--- src/rtl/stack_seq_pkg.sv ---
// Shared types and constants for the stack-transfer sequencer.
// Holds opcode/state enums, reset SP value and per-op word counts.
package stack_pkg;

  localparam int ADDR_W_DEF = 20;
  localparam int WORD_W     = 16;

  localparam logic [ADDR_W_DEF-1:0] SP_INIT_DEF = '1;

  localparam logic [1:0] N_REG = 2'd1;
  localparam logic [1:0] N_PC  = 2'd2;
  localparam logic [1:0] N_INT = 2'd3;

  typedef enum logic [2:0] {
    OP_PUSH_REG = 3'b000,
    OP_POP_REG  = 3'b001,
    OP_PUSH_PC  = 3'b010,
    OP_POP_PC   = 3'b011,
    OP_PUSH_INT = 3'b100,
    OP_POP_RETI = 3'b101
  } stack_op_t;

  typedef enum logic [2:0] {
    IDLE     = 3'd0,
    PUSH     = 3'd1,
    POP      = 3'd2,
    POP_LAST = 3'd3,
    RESULT   = 3'd4
  } state_t;

  // Zero marks an illegal opcode.
  function automatic logic [1:0] op_words(
    input stack_op_t op
  );
    case (op)
      OP_PUSH_REG, OP_POP_REG:  return N_REG;
      OP_PUSH_PC,  OP_POP_PC:   return N_PC;
      OP_PUSH_INT, OP_POP_RETI: return N_INT;
      default:                  return 2'd0;
    endcase
  endfunction

  function automatic logic op_is_pop(
    input stack_op_t op
  );
    return (op == OP_POP_REG) ||
           (op == OP_POP_PC)  ||
           (op == OP_POP_RETI);
  endfunction

endpackage

--- src/rtl/stack_seq_if.sv ---
// Request handshake plus data-memory port of the stack sequencer.
// master: requester/memory side; slave: the sequencer.
interface stack_seq_if
  import stack_pkg::*;
#(
  parameter int ADDR_W = ADDR_W_DEF
);

  logic              req_valid;
  logic              req_ready;
  stack_op_t         req_op;
  logic [WORD_W-1:0] req_reg_data;
  logic [31:0]       req_pc;
  logic [2:0]        req_flags;

  logic [ADDR_W-1:0] mem_addr;
  logic [WORD_W-1:0] mem_wdata;
  logic              mem_we;
  logic              mem_re;
  logic [WORD_W-1:0] mem_rdata;

  modport master (
    output req_valid, req_op,
    output req_reg_data, req_pc,
    output req_flags, mem_rdata,
    input  req_ready, mem_addr,
    input  mem_wdata, mem_we, mem_re
  );

  modport slave (
    input  req_valid, req_op,
    input  req_reg_data, req_pc,
    input  req_flags, mem_rdata,
    output req_ready, mem_addr,
    output mem_wdata, mem_we, mem_re
  );

endinterface

--- src/rtl/stack_seq_sp_reg.sv ---
// Stack pointer register: reset to SP_INIT, modulo inc/dec.
// Ports: clk, reset (async low), inc, dec, sp.
module sp_reg #(
  parameter int                ADDR_W  = 20,
  parameter logic [ADDR_W-1:0] SP_INIT = '1
) (
  input  logic              clk,
  input  logic              reset,
  input  logic              inc,
  input  logic              dec,
  output logic [ADDR_W-1:0] sp
);

  localparam logic [ADDR_W-1:0] ONE =
    {{(ADDR_W-1){1'b0}}, 1'b1};

  always_ff @(posedge clk or negedge reset) begin
    if (!reset) begin
      sp <= SP_INIT;
    end else if (inc) begin
      sp <= sp + ONE;
    end else if (dec) begin
      sp <= sp - ONE;
    end
  end

endmodule

--- src/rtl/stack_seq.sv ---
// Stack-transfer sequencer: splits stack requests into 16-bit
// memory accesses. Ports: clk, reset, bus (req + mem), pop
// result pulses (reg/pc/flags), busy, sp.
module stack_seq
  import stack_pkg::*;
#(
  parameter int                ADDR_W  = ADDR_W_DEF,
  parameter int                DATA_W  = WORD_W,
  parameter logic [ADDR_W-1:0] SP_INIT = '1
) (
  input  logic                clk,
  input  logic                reset,
  stack_seq_if.slave          bus,
  output logic                pop_reg_valid,
  output logic [DATA_W-1:0]   pop_reg_data,
  output logic                pc_load,
  output logic [2*DATA_W-1:0] pc_value,
  output logic                flags_load,
  output logic [2:0]          flags_value,
  output logic                busy,
  output logic [ADDR_W-1:0]   sp
);

  localparam logic [ADDR_W-1:0] ONE =
    {{(ADDR_W-1){1'b0}}, 1'b1};

  state_t    state, state_nxt;
  stack_op_t op_q;
  logic [1:0] cnt_q;
  logic       rd_q;
  logic       accept;
  logic       sp_inc, sp_dec;

  // Push words leave from [0]; popped words enter at [2].
  logic [2:0][DATA_W-1:0] words_q;
  logic [2:0][DATA_W-1:0] push_w;
  logic [2:0][DATA_W-1:0] cap_nxt;

  sp_reg #(
    .ADDR_W  (ADDR_W),
    .SP_INIT (SP_INIT)
  ) u_sp (
    .clk   (clk),
    .reset (reset),
    .inc   (sp_inc),
    .dec   (sp_dec),
    .sp    (sp)
  );

  always_ff @(posedge clk or negedge reset) begin
    if (!reset) begin
      state <= IDLE;
    end else begin
      state <= state_nxt;
    end
  end

  always_comb begin
    state_nxt     = state;
    accept        = 1'b0;
    sp_inc        = 1'b0;
    sp_dec        = 1'b0;
    bus.req_ready = 1'b0;
    bus.mem_we    = 1'b0;
    bus.mem_re    = 1'b0;
    bus.mem_addr  = '0;
    bus.mem_wdata = '0;
    busy          = 1'b1;
    unique case (state)
      IDLE: begin
        bus.req_ready = 1'b1;
        busy          = 1'b0;
        if (bus.req_valid) begin
          accept = 1'b1;
          if (op_words(bus.req_op) == 2'd0) begin
            state_nxt = RESULT;
          end else if (op_is_pop(bus.req_op)) begin
            state_nxt = POP;
          end else begin
            state_nxt = PUSH;
          end
        end
      end
      PUSH: begin
        bus.mem_we    = 1'b1;
        bus.mem_addr  = sp;
        bus.mem_wdata = words_q[0];
        sp_dec        = 1'b1;
        if (cnt_q == 2'd0) begin
          state_nxt = IDLE;
        end
      end
      POP: begin
        bus.mem_re   = 1'b1;
        bus.mem_addr = sp + ONE;
        sp_inc       = 1'b1;
        if (cnt_q == 2'd0) begin
          state_nxt = POP_LAST;
        end
      end
      POP_LAST: begin
        state_nxt = RESULT;
      end
      RESULT: begin
        state_nxt = IDLE;
      end
      default: begin
        state_nxt = IDLE;
      end
    endcase
  end

  always_comb begin
    push_w = '0;
    case (bus.req_op)
      OP_PUSH_REG: begin
        push_w[0] = bus.req_reg_data;
      end
      OP_PUSH_PC: begin
        push_w[0] = bus.req_pc[31:16];
        push_w[1] = bus.req_pc[15:0];
      end
      OP_PUSH_INT: begin
        push_w[0] = bus.req_pc[31:16];
        push_w[1] = bus.req_pc[15:0];
        push_w[2] = {{(DATA_W-3){1'b0}},
                     bus.req_flags};
      end
      default: begin
        push_w = '0;
      end
    endcase
  end

  assign cap_nxt = {bus.mem_rdata,
                    words_q[2],
                    words_q[1]};

  always_ff @(posedge clk or negedge reset) begin
    if (!reset) begin
      op_q          <= OP_PUSH_REG;
      cnt_q         <= 2'd0;
      rd_q          <= 1'b0;
      words_q       <= '0;
      pop_reg_valid <= 1'b0;
      pop_reg_data  <= '0;
      pc_load       <= 1'b0;
      pc_value      <= '0;
      flags_load    <= 1'b0;
      flags_value   <= '0;
    end else begin
      rd_q          <= bus.mem_re;
      pop_reg_valid <= 1'b0;
      pc_load       <= 1'b0;
      flags_load    <= 1'b0;
      if (accept) begin
        op_q    <= bus.req_op;
        cnt_q   <= op_words(bus.req_op) - 2'd1;
        words_q <= push_w;
      end else if (state == PUSH) begin
        words_q <= {{DATA_W{1'b0}},
                    words_q[2],
                    words_q[1]};
        cnt_q   <= cnt_q - 2'd1;
      end else if (state == POP) begin
        // First POP cycle has no read data yet.
        if (rd_q) begin
          words_q <= cap_nxt;
        end
        cnt_q <= cnt_q - 2'd1;
      end else if (state == POP_LAST) begin
        words_q <= cap_nxt;
        case (op_q)
          OP_POP_REG: begin
            pop_reg_valid <= 1'b1;
            pop_reg_data  <= cap_nxt[2];
          end
          OP_POP_PC: begin
            pc_load  <= 1'b1;
            pc_value <= {cap_nxt[2], cap_nxt[1]};
          end
          OP_POP_RETI: begin
            pc_load     <= 1'b1;
            pc_value    <= {cap_nxt[2], cap_nxt[1]};
            flags_load  <= 1'b1;
            flags_value <= cap_nxt[0][2:0];
          end
          default: begin
            pc_load <= 1'b0;
          end
        endcase
      end
    end
  end

endmodule

--- src/flat_wrapper.sv ---
// flat-port wrapper written by rule: the top's interface ports become plain ports
module stack_seq_flat import stack_pkg::*;
#(
  parameter int                ADDR_W  = ADDR_W_DEF,
  parameter int                DATA_W  = WORD_W,
  parameter logic [ADDR_W-1:0] SP_INIT = '1
)
  (clk, reset, pop_reg_valid, pop_reg_data, pc_load, pc_value, flags_load, flags_value, busy, sp, bus_req_valid, bus_req_op, bus_req_reg_data, bus_req_pc, bus_req_flags, bus_mem_rdata, bus_req_ready, bus_mem_addr, bus_mem_wdata, bus_mem_we, bus_mem_re);
  stack_seq_if #(.ADDR_W(ADDR_W)) bus_i ();
  input  logic clk;
  input  logic reset;
  output logic pop_reg_valid;
  output logic [DATA_W-1:0] pop_reg_data;
  output logic pc_load;
  output logic [2*DATA_W-1:0] pc_value;
  output logic flags_load;
  output logic [2:0] flags_value;
  output logic busy;
  output logic [ADDR_W-1:0] sp;
  input wire logic [$bits(bus_i.req_valid)-1:0] bus_req_valid;
  input wire logic [$bits(bus_i.req_op)-1:0] bus_req_op;
  input wire logic [$bits(bus_i.req_reg_data)-1:0] bus_req_reg_data;
  input wire logic [$bits(bus_i.req_pc)-1:0] bus_req_pc;
  input wire logic [$bits(bus_i.req_flags)-1:0] bus_req_flags;
  input wire logic [$bits(bus_i.mem_rdata)-1:0] bus_mem_rdata;
  output wire logic [$bits(bus_i.req_ready)-1:0] bus_req_ready;
  output wire logic [$bits(bus_i.mem_addr)-1:0] bus_mem_addr;
  output wire logic [$bits(bus_i.mem_wdata)-1:0] bus_mem_wdata;
  output wire logic [$bits(bus_i.mem_we)-1:0] bus_mem_we;
  output wire logic [$bits(bus_i.mem_re)-1:0] bus_mem_re;
  assign bus_i.req_valid = bus_req_valid;
  assign bus_i.req_op = bus_req_op;
  assign bus_i.req_reg_data = bus_req_reg_data;
  assign bus_i.req_pc = bus_req_pc;
  assign bus_i.req_flags = bus_req_flags;
  assign bus_i.mem_rdata = bus_mem_rdata;
  assign bus_req_ready = bus_i.req_ready;
  assign bus_mem_addr = bus_i.mem_addr;
  assign bus_mem_wdata = bus_i.mem_wdata;
  assign bus_mem_we = bus_i.mem_we;
  assign bus_mem_re = bus_i.mem_re;
  stack_seq #(.ADDR_W(ADDR_W), .DATA_W(DATA_W), .SP_INIT(SP_INIT)) u_core (.clk(clk), .reset(reset), .bus(bus_i), .pop_reg_valid(pop_reg_valid), .pop_reg_data(pop_reg_data), .pc_load(pc_load), .pc_value(pc_value), .flags_load(flags_load), .flags_value(flags_value), .busy(busy), .sp(sp));
endmodule
--- config.mk ---
export PLATFORM = sky130hd
export DESIGN_NAME = stack_seq_flat
export DESIGN_NICKNAME = d
export VERILOG_FILES = /design/src/rtl/stack_seq_pkg.sv /design/src/rtl/stack_seq_if.sv /design/src/rtl/stack_seq_sp_reg.sv /design/src/rtl/stack_seq.sv /design/src/flat_wrapper.sv
export SDC_FILE = /design/constraint.sdc
export NUM_CORES = 1
export LEC_CHECK = 0
export CAP_MARGIN = 20
export CORE_AREA = 2 2 125 127
export CTS_BUF_LIST = sky130_fd_sc_hd__clkbuf_8 sky130_fd_sc_hd__clkbuf_16
export CTS_CLUSTER_DIAMETER = 50
export DETAILED_ROUTE_END_ITERATION = 8
export DIE_AREA = 0 0 127 129
export PLACE_DENSITY = 0.76
export SLEW_MARGIN = 5
export SYNTH_ARGS = -nofsm -noshare
export SYNTH_HDL_FRONTEND = slang
export SYNTH_SLANG_ARGS = --single-unit
--- constraint.sdc ---
create_clock -name clk -period 2.2 [get_ports clk]
set_input_delay 0.44 -clock clk [delete_from_list [all_inputs] [get_ports clk]]
set_output_delay 0.44 -clock clk [all_outputs]
set_load 0.01 [all_outputs]
Word level (Yosys, flattened, before mapping)

Cells that the tools add are included.

Register bits: 131
Memory bits (writable): 0
Bits of input ports: 73
ROM bits: 0
Memories: 0
Latch bits: 0

Add/sub/neg operators: 4
Mux-type cells: 46
$mul: 0
Eq/ne operators: 15
Shift-type cells: 0
Magnitude comparators: 0
Bitwise operators: 3
Div/mod/pow operators: 0
Reduce and logical (&&, ||, !) cells: 19

Operators by type and width:

| operator                | number |
|---|---|
| $mux W48                | 5 |
| $mux W20                | 2 |
| $pmux W20 S2            | 1 |
| $mux W16                | 2 |
| $pmux W16 S2            | 1 |
| $mux W1                 | 21 |
| $add A20 B1 Y20 const B | 1 |
| $sub A20 B1 Y20 const B | 1 |
| $eq A3 B2 Y1 const B    | 5 |
| $mux W3                 | 5 |
| $reduce_and A5 Y1       | 3 |
| $mux W2                 | 7 |
| $pmux W3 S4             | 1 |
| $reduce_or A2 Y1        | 5 |
| $eq A3 B1 Y1 const B    | 3 |
| $eq A3 B3 Y1 const B    | 3 |
| $logic_not A3 Y1        | 2 |
| $pmux W2 S3             | 1 |
| $logic_not A2 Y1        | 2 |
| $ne A2 B1 Y1 const B    | 2 |
| $ne A4 B1 Y1 const B    | 1 |
| $reduce_bool A4 Y1      | 1 |
| $sub A2 B1 Y2 const B   | 2 |
| $not A1 Y1              | 3 |
| 6 further kinds         | 7 |

Depth between registers and ports, before layout

Word-level depth: 9
Mapped depth: 9
Gate-level depth less buffers: 7

Hierarchy

From an unflattened synthesis, not the netlist that was laid out.

Cells, all modules: 756
Area, all modules: 7,398.3 um^2

Modules (own cells, without submodules):

| module    | area each (um^2) | instances | seq. area each (um^2) | cells an instance |
|---|---|---|---|---|
| stack_seq | 5,565.3          | 1         | 2,777.7               | 548 |
| sp_reg    | 1,833.0          | 1         | 525.5                 | 208 |

Least setup slack after synthesis

OpenSTA, ideal clock, no wires.

Path type: register to output
Start point: reg u_core.u_sp.sp[4]
End point: out bus_mem_addr[19]
Data arrival time: 1.857 ns
Stages on the path, launching flop included: 7
Path buffers: 2
Path slack: -0.097 ns
Required time: 1.760 ns
Path through: dfstp_2 > buf_2 > nand3_1 > nor3_1 > buf_2 > nand3_1 > o31ai_1

Word-level cells in the longest chain between the ends: 2

RTL lines:

| element                  | RTL line               | text |
|---|---|---|
| start: declaration       | stack_seq_sp_reg.sv:11 | `output logic [ADDR_W-1:0] sp` |
| start signal: assignment | stack_seq_sp_reg.sv:21 | `sp <= sp + ONE;` |
| start signal: assignment | stack_seq_sp_reg.sv:23 | `sp <= sp - ONE;` |
| $add A20 B1 Y20          | stack_seq.sv:95        | `bus.mem_addr = sp + ONE;` |
| $pmux W20 S2             | stack_seq.sv:69        | `unique case (state)` |
| end: declaration         | flat_wrapper.sv:27     | `output wire logic [$bits(bus_i.mem_addr)-1:0] bus_mem_addr;` |

Every way passes these cells.

Worst setup path in the final report

Start point: reg u_core.u_sp.sp[1]
End point: out bus_mem_addr[18]

The elaborated chain is that of the path after synthesis.

==> flow_summary.json <==
{
  "peakVddDrop_mv": 0.9120,
  "layout-drive-gt1-share_pct": 38.63,
  "setup_violations": 51,
  "vias_per_cell": 5.457,
  "setup_tns_ns": -12.39,
  "post-place-ws_ns": -0.4934,
  "yosys_warnings": 0,
  "worst_pin_slew_ns": 0.4254,
  "synth_area_sq_mm": 0.006395,
  "core_sq_mm": 0.01498,
  "combinationalPowerShare_pct": 50.0,
  "cts.sinks": 131,
  "area_growth_pct": 64.18,
  "cpPeakStageDelay_ns": 0.55,
  "power_density_mw_per_mm2": 1327,
  "firstDrtPassIters": 6,
  "io_pins": 187,
  "numCtsBuffers": 17,
  "ys_ff_latch": 131,
  "worst_slack_ns": -0.4700,
  "routabilityCongestion": 0.8611,
  "start_util_pct": 42.70,
  "syn-num-nets": 713,
  "crit_family": "buffers and inverters",
  "pwr-share-seq_pct": 29.4,
  "die_w_um": 127,
  "num-nets-final": 1002,
  "period_share_pct": 121.4,
  "fmax_mhz": 374.5,
  "slew_headroom_pct": 71.64,
  "rows": 45,
  "required_ns": 1.76,
  "antenna_found_initial": 0,
  "netlist_instances": 635,
  "crit_path_start_kind": "flop",
  "dr_wl_met3_um": 1880,
  "port_buffers": 186,
  "cts_htree_levels": 4,
  "n_antenna_cell": 0,
  "worstPathArrival_ns": 2.23,
  "failed_checks": "negative setup slack",
  "cp-end-kind": "primary output",
  "clk_pin_slew_ns": 0.06,
  "internal-power_mw": 8.674,
  "synth_edf_count": 0,
  "switching_share_pct": 37.75,
  "hold_violations": 0,
  "num_vias": 6139,
  "worst-path-buf-inv": 5,
  "maxCapViolCount": 0,
  "finish.utilization_pct": 70.10,
  "die_area_sq_mm": 0.01638,
  "cpMaxStageDelayCell": "dfstp_2",
  "p_total_mw": 13.93,
  "die_h_um": 129,
  "critPathKind": "flop to primary output",
  "drv_slew": 0,
  "grt_pass1_wl_um": 32440,
  "cts-root-buf": "clkbuf_16",
  "min_period_ns": 2.670,
  "remaining_drc_errors": 0,
  "wl_met1_um": 8494,
  "tritoncts": "done",
  "wl_per_cell_um": 18.85,
  "status": "finished, violations left",
  "worstPathCellList": "buf_6 -> ha_4 -> nand3_2 -> buf_6 -> nor3_2 -> buf_4 -> buf_12 -> a21oi_1 -> o21ai_1 -> o21ai_1 -> buf_2",
  "rsz0062_at_grt": "yes",
  "synth-async-reset-ratio_pct": 100.0,
  "clock_skew_ns": 0.01039,
  "grt_start_max_net_pins": 97,
  "pwr-share-clk_pct": 20.6,
  "p_leak_nw": 4.737,
  "worstSkewPairLatency_ns": 0.43,
  "drt_iter0_drc": 460,
  "clk_path_buf_depth": 2,
  "ys_seq_area_share_pct": 51.65,
  "holdWs_ns": 0.4755,
  "routed.top_layer": "met4",
  "synth_ff_type": "dfrtp_1",
  "ant_nets": 0,
  "grt.overflow.total": 0,
  "dr_wl_met2_um": 10410,
  "p_sw_mw": 5.260,
  "grt_usage_pct": 25.10,
  "hpwl_um": 13480,
  "synth_cell_types": 47,
  "hold_path_class": "flop to flop",
  "grt_pass1_vias": 6227,
  "avgSynthCellArea_sq_um": 10.07,
  "routed_wl_um": 21210,
  "worst-path-max-fanout": 5
}
## Yosys cell counts (2+ instances only)
cell type | n | area (sq um)
dfstp_2 | 20 | 525.5
o21ai_0 | 98 | 490.5
o31ai_1 | 2 | 15.01
nor3_1 | 12 | 60.06
clkbuf_1 | 27 | 101.4
mux2_2 | 52 | 585.6
a22oi_1 | 3 | 22.52
nand4_1 | 5 | 31.28
nand2_1 | 86 | 322.8
inv_1 | 7 | 26.28
xor2_1 | 16 | 140.1
buf_2 | 20 | 100.1
o211ai_1 | 3 | 22.52
o41ai_2 | 2 | 32.53
and3_1 | 20 | 125.1
or3_1 | 2 | 12.51
nand3_1 | 12 | 60.06
and2_1 | 17 | 106.4
o21bai_1 | 2 | 15.01
a221o_1 | 16 | 160.2
ha_1 | 5 | 62.56
a21oi_1 | 30 | 150.1
nor3b_1 | 2 | 15.01
buf_6 | 2 | 22.52
nor2_1 | 22 | 82.58
a31oi_1 | 11 | 68.82
o21ai_1 | 2 | 10.01
nor4_1 | 2 | 12.51
dfrtp_1 | 111 | 2778
xnor2_1 | 9 | 78.83
## worst reg2reg max path, stage by stage (launching register included)
cell and delay (ns):
dfstp_2 0.55, buf_6 0.10, ha_4 0.14, nand3_2 0.08, buf_6 0.15, nor4_4 0.16, buf_4 0.17, buf_6 0.10
nand3_4 0.07, buf_4 0.14, buf_6 0.10, buf_4 0.11, buf_4 0.12, buf_4 0.12, buf_4 0.12, buf_4 0.13
nand2_4 0.06, xor2_2 0.15
## final cells by class
cell class / instances / area [sq um]
Clock buffer: 18 / 439.2
Clock inverter: 14 / 166.4
Fill cell: 1043 / 4478
Inverter: 7 / 38.79
Multi-Input combinational cell: 449 / 3277
Sequential cell: 131 / 3303
Tap cell: 188 / 235.2
Timing Repair Buffer: 318 / 3039
## through the flow
step,instances,area [sq um]
floorplan,635,6415
global placement,1032,8954
detailed placement,1032,8954
CTS,1107,10080
global route,1125,10500
finish,1125,10500
## final timing paths
| path | startpoint | end | slack, ns | cells after the start |
|---|---|---|---|---|
| hold reg to reg | u_core.cap_nxt[9] | u_core.cap_nxt[9] | 0.48 | 2 |
| max in group asynchronous | reset | u_core.u_sp.sp[17] | 0.98 | 3 |
| setup reg to reg | u_core.u_sp.sp[1] | u_core.u_sp.sp[12] | -0.44 | 17 |
| hold / removal | u_core.cap_nxt[9] | u_core.cap_nxt[9] | 0.48 | 2 |
| setup / recovery | u_core.u_sp.sp[1] | bus_mem_addr[18] | -0.47 | 11 |
| min in group asynchronous | reset | u_core.cnt_q[0] | 0.52 | 2 |
## routing by layer
layer / track usage [%] / vias up
li1: - / 2849
met1: 31.08 / 2971
met2: 41.78 / 278
met3: 7.942 / 41
met4: 8.856 / 0
met5: 0 / -
## cells in the final DEF, fill, tap and decap left out, types with 5 or more instances in the layout
cell,n
nand2_1,78
inv_6,5
dfrtp_1,111
and2_4,11
a21oi_2,5
buf_6,40
and3_1,19
nand3_4,5
nand3_2,5
clkdlybuf4s50_1,142
xnor2_1,9
nor2_1,14
a31oi_1,10
dfstp_2,20
nand4_1,5
clkbuf_16,19
buf_12,11
nor2_2,6
buf_4,91
buf_2,24
o21ai_2,10
a221o_1,16
o21ai_1,22
and2_1,6
a21oi_1,24
mux2_2,52
o21ai_0,68
nor3_2,6
xor2_1,15
## cell families after synthesis
| family | Yosys count | share of synthesized area, % |
|---|---|---|
| flip-flops | 131 | 51.65 |
| adder cells (fa/ha/maj) | 5 | 0.9783 |
| buffers and inverters | 56 | 3.913 |
| AND/OR/NAND/NOR | 190 | 14.48 |
| AO/OA/AOI/OAI | 176 | 16.40 |
| multiplexers | 52 | 9.157 |
| XOR/XNOR | 25 | 3.424 |
## timing repair
| action | 4_1_cts | 5_1_grt |
|---|---|---|
| setup buffers | 43 | 23 |
| hold buffers | 1 | 0 |
| gates cloned | 3 | 3 |
| pin swaps | 37 | 39 |
| gates resized for setup | 268 | 76 |
| hold endpoints to repair | 11 | 0 |
| endpoints found under the setup margin | 40 | 47 |
## power groups by stage
stage / Sequential, mW / Combinational (mW) / Clock, mW
CTS: 4.08 / 6.30 / 2.91
global placement: 4.01 / 5.70 / 0
global route: 4.22 / 7.49 / 3.03
floorplan: 4.23 / 2.60 / 0
finish: 4.09 / 6.97 / 2.87
detailed placement: 4.08 / 5.81 / 0
Power figures use the tool's default switching activity.
==> RTL edit 1: new RTL, config.mk and constraints unchanged <==
Put one more register stage on the output `flags_value`, cleared by the reset. The value now appears one clock later. The other outputs are not delayed to match.
--- a/src/rtl/stack_seq.sv
+++ b/src/rtl/stack_seq.sv
@@ -24,4 +24,6 @@
   localparam logic [ADDR_W-1:0] ONE =
     {{(ADDR_W-1){1'b0}}, 1'b1};
+
+  logic [2:0] flags_value_s0;
 
   state_t    state, state_nxt;
@@ -148,5 +150,5 @@
       pc_value      <= '0;
       flags_load    <= 1'b0;
-      flags_value   <= '0;
+      flags_value_s0 <= '0;
     end else begin
       rd_q          <= bus.mem_re;
@@ -184,5 +186,5 @@
             pc_value    <= {cap_nxt[2], cap_nxt[1]};
             flags_load  <= 1'b1;
-            flags_value <= cap_nxt[0][2:0];
+            flags_value_s0 <= cap_nxt[0][2:0];
           end
           default: begin
@@ -194,4 +196,12 @@
   end
 
+  always_ff @(posedge clk or negedge reset) begin
+    if (!reset) begin
+      flags_value <= '0;
+    end else begin
+      flags_value <= flags_value_s0;
+    end
+  end
+
 endmodule
 
Behaviour: no difference found for any inputs over 4 cycles, from zero or initial values and one cycle with reset low; that may be too few to reach the edited logic, so the function may still have changed.
==> RTL edit 1 against the unedited design <==
- the run ends with negative hold slack, negative setup slack left
- sequential cell count is 3 higher
- setup slack worse by 15 ps
- power is 2.4% lower
- fmax is 0.56% lower
- die area stayed put
- largest cell class unchanged
- sequential share of layout area is 1.5 points higher
- final area is 2.4% lower
- area after synthesis is 0.29% lower
- non-clock buffer count is 13 lower
- first-iteration DRC count is 22% lower
- final cell count is 2.0% lower
- count of clock-buffer cells in the layout stayed put
- critical path type unchanged
- wire length is 0.31% lower
- highest routed layer unchanged
==> RTL edit 1: results (changes against the unedited design) <==
Global route
  – Number of global-route vias before repair: 5948 (-4.5%)
  – Largest net degree at the start of global routing: 96 (-1.0%)
  – Initial antenna violation count: 0 (unchanged)
  – All-Layer GR Usage: 24.6% (-0.47 points)
  – First-pass GRT wire length: 31.5 mm (-2.8%)

Setup path
  – Crit path DAT: 2250 ps (+20 ps)
  – Slowest CP cell: dfstp_2
  – Worst r2r src: u_core.state[2]$_DFFE_PN0P_
  – Setup crit end: bus_mem_addr[13]
  – Worst reg2reg path endpoint: u_core.u_sp.sp[14]$_DFFE_PN1P_
  – Register-to-Register Path Depth: 11 (-6)
  – CP delay by family, top: flip-flops
  – Critical path fanouts, max: 3 (-2)
  – CP peak stage delay: 550 ps (about the same)
  – Reg2reg setup slack: -50 ps (+390 ps)
  – Critical path launch point: u_core.u_sp.sp[0]$_DFFE_PN1P_

CTS
  – Worst-case clock buffer depth: 2 (unchanged)
  – Root buffer cell: clkbuf_16
  – Clk slew on worst S/H paths: 70 ps
  – H-Tree Depth: 4 (unchanged)
  – Worst-Skew Late Latency: 420 ps
  – Number of CTS-inserted buffers: 17 (unchanged)

Routing
  – Via count: 6044 (-1.5%)
  – Routed len/inst: 19.2 microns (+1.8%)
  – DR pass1 iterations: 5 (-1)
  – DR iter-0 viols: 358 (-22%)

Place
  – Dpl hpwl: 13.7 mm (+1.4%)
  – Gp weighted congestion: 0.860 (-0.17%)
  – IO buf count: 186 (unchanged)

Run status
  – Violated checks: negative hold slack, negative setup slack
  – Outcome: finished with violations

Yosys
  – Commonest cells in the netlist: dfrtp_1, nand2_1, o21ai_0, mux2_2, clkbuf_1
  – Synth async-reset ratio: 100% (unchanged)
  – Seq/Total Area, Yosys: 53.0% (+1.3 points)
  – Top cells by area, synth: dfrtp_1, mux2_2, dfstp_2
  – Syn nets: 700 (-1.8%)
  – Ys flop type: dfrtp_1
  – YS warnings: 0 (unchanged)
  – Distinct cells, synth: 48 (+2.1%)

Timing
  – Final setup viols: 26 (-49%)
  – Actual slew at the worst max-slew pin: 658 ps (+233 ps)
  – Setup Skew: 11.0 ps (+0.578 ps)
  – Setup WS post-layout: -485 ps (-15.1 ps)
  – Final Hold Fails: 2 (+2)
  – Hold WS: -1.54 ps (-477 ps)

Worst hold path
  – Hold crit path type: input port to asynchronous set/reset pin

Pwr
  – Leakage: 4.64 nW (-2.0%)
  – Peak supply drop: 0.000689 V (-24%)

Final layout
  – Final nets: 979 (-2.3%)
  – Layout fillers: 1060 (+1.6%)
  – # diodes: 0 (unchanged)
  – Share of cells above drive strength 1: 37.3% (-1.3 points)
RTL edit 1: through the flow:
| step | area [sq um] | util (%) | setup TNS, ps | setup WS (ps) | std cells |
|---|---|---|---|---|---|
| global route | 10200 | 68.4 | -9180 | -570 | 1102 |
| finish | 10200 | 68.4 | -6690 | -485 | 1102 |
| detailed placement | 9020 | 60.2 | -6290 | -397 | 1029 |
| CTS | 9920 | 66.2 | -5830 | -385 | 1092 |
| floorplan | 6430 | - | -52.7 | -41.4 | 622 |
| global placement | 9020 | 60.2 | -5500 | -401 | 1029 |
RTL edit 1: timing repair:
action	4_1_cts	5_1_grt
endpoints found under the setup margin	45	56
resized for setup	224	71
buffers inserted	31	15
pin swaps	24	31
RTL edit 1: worst min path at each step:
stage                                                     from                              end  slack, ps  depth (start not counted)
final                                                    reset  u_core.flags_value[1]$_DFF_PN0_         -2                          1
after global routing                                     reset      u_core.flags_load$_DFF_PN0_         30                          1
after CTS                                                reset       u_core.op_q[2]$_DFFE_PN0P_          1                          1
after detailed placement  u_core.flags_value_s0[0]$_DFFE_PN0P_  u_core.flags_value[0]$_DFF_PN0_        360                          0
after global placement    u_core.flags_value_s0[1]$_DFFE_PN0P_  u_core.flags_value[1]$_DFF_PN0_        360                          0
after floorplan                                          reset    u_core.cap_nxt[0]$_DFFE_PN0P_        140                          0
RTL edit 1: logic make-up (layout without fill, tap and decap cells):
group | Yosys count | in the layout | share of synthesized area (%)
xor gates and xnor gates | 25 | 25 | 3.43
adders and majority gates | 5 | 5 | 0.981
and+or+nand+nor | 180 | 180 | 13.2
AOI/OAI and AO/OA | 173 | 173 | 16.8
DFF | 134 | 134 | 53.0
buffers and inverters | 53 | 345 | 3.38
muxes | 52 | 52 | 9.18
RTL edit 1: worst reg2reg max path, cell delays in order, from the launching register on:
cell,delay [ps]
dfrtp_1,390
buf_6,130
nor2_4,110
nand2_2,90
inv_4,90
buf_6,100
buf_6,120
buf_6,130
nand3_4,60
or4_4,560
o31ai_4,200
xor2_1,190
RTL edit 1: layout make-up:
cell class / count / area [sq um] / share of cell area [%]
flip-flops and latches: 134 / 3380 / 33.0
multi-input cells: 435 / 3220 / 31.4
repair buffers: 305 / 2790 / 27.2
clock buffers: 18 / 439 / 4.29
well taps: 188 / 235 / 2.30
clock inverters: 14 / 154 / 1.50
inverters: 8 / 32.5 / 0.318
RTL edit 1: per-layer routing:
layer / track usage [%] / up-vias / wire [microns]
li1: - / 2772 / -
met1: 32.4 / 3000 / 8890
met5: 0 / - / 0
met4: 7.43 / 0 / 297
met3: 6.82 / 30 / 1390
met2: 40.2 / 242 / 10600
RTL edit 1: power breakdown:
part           switching [mW]  internal (mW)  leakage [nW]
sequential              0.625           3.51          1.72
clock                    1.21           1.64         0.295
combinational            3.38           3.23          2.63
total                    5.21           8.39          4.64
==> RTL edit 2: new RTL, config.mk and constraints unchanged <==
Made on the original files. The package constant `ADDR_W_DEF` goes from 20 to 24.
--- a/src/rtl/stack_seq_pkg.sv
+++ b/src/rtl/stack_seq_pkg.sv
@@ -3,5 +3,5 @@
 package stack_pkg;
 
-  localparam int ADDR_W_DEF = 20;
+  localparam int ADDR_W_DEF = 24;
   localparam int WORD_W     = 16;
 
Interface: changed (resized bus_mem_addr and sp); port bits go from 187 to 195. The function was not compared with the original's and may differ.
==> RTL edit 2 against the unedited design <==
- the flow still finishes with violations (negative setup slack)
- sequential cell count is 4 higher
- combinational power is 14% higher
- wire length is 22% higher
- final area is 8.4% higher
- first-iteration DRC count is 56% higher
- setup slack worse by 370 ps
- area after synthesis is 6.9% higher
- non-clock buffer count is 47 higher
- power is 8.7% higher
- critical path depth is 3 lower
- critical path type unchanged
- critical endpoint is now bus_mem_addr[22]
- largest cell class is now multi-input combinational cells
- highest routed layer unchanged
==> RTL edit 2: results (changes against the unedited design) <==
Run status
  – Outcome: finished with violations
  – Violated checks: negative setup slack

Pwr
  – Leakage: 5.16 nW (+8.9%)
  – Peak supply drop: 0.000706 V (-23%)

Setup path
  – Register-to-Register Path Depth: 8 (-9)
  – Reg2reg setup slack: -310 ps (+130 ps)
  – Worst reg2reg path endpoint: u_core.u_sp.sp[14]$_DFFE_PN1P_
  – Setup crit end: bus_mem_addr[22]
  – CP peak stage delay: 610 ps (+60 ps)
  – CP delay by family, top: simple AND/OR/NAND/NOR gates
  – Crit path DAT: 2600 ps (+370 ps)
  – Buf/Inv on CP: 2 (-3)
  – Critical path fanouts, max: 4 (-1)
  – Worst r2r src: u_core.u_sp.sp[10]$_DFFE_PN1P_

Final layout
  – # diodes: 0 (unchanged)
  – Share of cells above drive strength 1: 40.2% (+1.5 points)
  – Final cell count without fillers: 1221 (+8.5%)

Routing
  – DR vias/cell: 5.80 (+6.3%)
  – DR pass1 iterations: 5 (-1)
  – Final wirelength: 25.9 mm (+22%)
  – DR iter-0 viols: 719 (+56%)

CTS
  – H-Tree Depth: 4 (unchanged)
  – Number of CTS-inserted buffers: 17 (unchanged)
  – Hold Buf Count CTS: 1 (unchanged)
  – Worst-case clock buffer depth: 2 (unchanged)
  – Post-cts gate resize count: 261 (-2.6%)
  – Post-CTS setup buffers: 46 (+7.0%)
  – Root buffer cell: clkbuf_16

Global route
  – First-pass GRT wire length: 36.3 mm (+12%)
  – Initial antenna violation count: 0 (unchanged)
  – All-Layer GR Usage: 28.4% (+3.3 points)
  – Number of global-route vias before repair: 6755 (+8.5%)

Worst hold path
  – Hold endpoint: u_core.words_q[5]$_DFFE_PN0P_
  – Min-delay src: u_core.words_q[5]$_DFFE_PN0P_
  – Hold Path Depth: 2 (unchanged)
  – Hold crit path type: flip-flop to flip-flop

Yosys
  – Seq/Total Area, Yosys: 49.8% (-1.8 points)
  – Commonest cells in the netlist: dfrtp_1, nand2_1, o21ai_0, mux2_2, clkbuf_1
  – Syn nets: 772 (+8.3%)
  – YS warnings: 0 (unchanged)
  – Distinct cells, synth: 54 (+15%)
  – Synth async-reset ratio: 100% (unchanged)
  – Top cells by area, synth: dfrtp_1, dfstp_2, mux2_2
  – Mean Syn Cell Area: 9.85 sq um (-2.2%)

Place
  – Count of placed standard cells including taps: 1117 (+8.2%)
  – IO buf count: 194 (+4.3%)
  – Gp weighted congestion: 0.905 (+5.1%)
  – Post-DP Area: 9710 sq um (+8.4%)
  – Dpl hpwl: 14.6 mm (+8.3%)

Timing
  – Setup WS post-layout: -843 ps (-373 ps)
  – Setup Skew: 13.9 ps (+3.46 ps)
  – Final setup viols: 62 (+22%)
  – Hold WS: 470 ps (-5.12 ps)
  – Max-slew headroom at the worst pin: 55.3% (-16 points)
[RTL edit 2: cell types whose count changed in the layout (fill, tap and decap cells not counted), sizes merged, moves of 3 or more]
cell and delta:
dfstp +4, and3 +4, nor4 +9, xor2 -6, xnor2 +9, nand2 +14, nor2 +3, buf +42
inv +3, dlymetal6s2s +3, o41ai -3
[RTL edit 2: cell type report]
| class | instances | area [sq um] |
|---|---|---|
| Sequential cell | 135 | 3410 |
| Clock inverter | 14 | 165 |
| Timing Repair Buffer | 365 | 3450 |
| Fill cell | 939 | 3600 |
| Tap cell | 188 | 235 |
| Inverter | 10 | 47.5 |
| Clock buffer | 18 | 439 |
| Multi-Input combinational cell | 491 | 3630 |
[RTL edit 2: logic make-up (layout without fill, tap and decap cells)]
group           count (synthesis)  in the layout  share of synthesized area, %
compound gates                181            181                          15.7
xor+xnor                       28             28                          3.59
fa+ha+maj                       5              5                         0.915
buf+inv                        68            407                          4.30
flops                         135            135                          49.8
mux                            52             52                          8.56
simple gates                  225            225                          17.1
[RTL edit 2: per-layer routing]
metal,wire length (microns),up-vias,global-route usage [%]
li1,-,3123,-
met1,10500,3428,38.2
met2,12200,432,44.8
met3,2150,102,6.90
met4,1080,0,10.8
met5,0,-,0
[RTL edit 2: metrics by stage]
step	TNS (ps)	worst slack, ps
after floorplan	-611	-104
after global placement	-8040	-508
after detailed placement	-9060	-537
after CTS	-9170	-622
after global routing	-22130	-855
final	-18920	-843
[RTL edit 2: report_power, final]
part	total [mW]	switching (mW)	leakage, nW	internal [mW]
Clock	2.95	1.22	0.295	1.73
Combinational	7.94	4.09	3.14	3.85
Sequential	4.27	0.695	1.72	3.57
Total	15.2	6.00	5.16	9.15
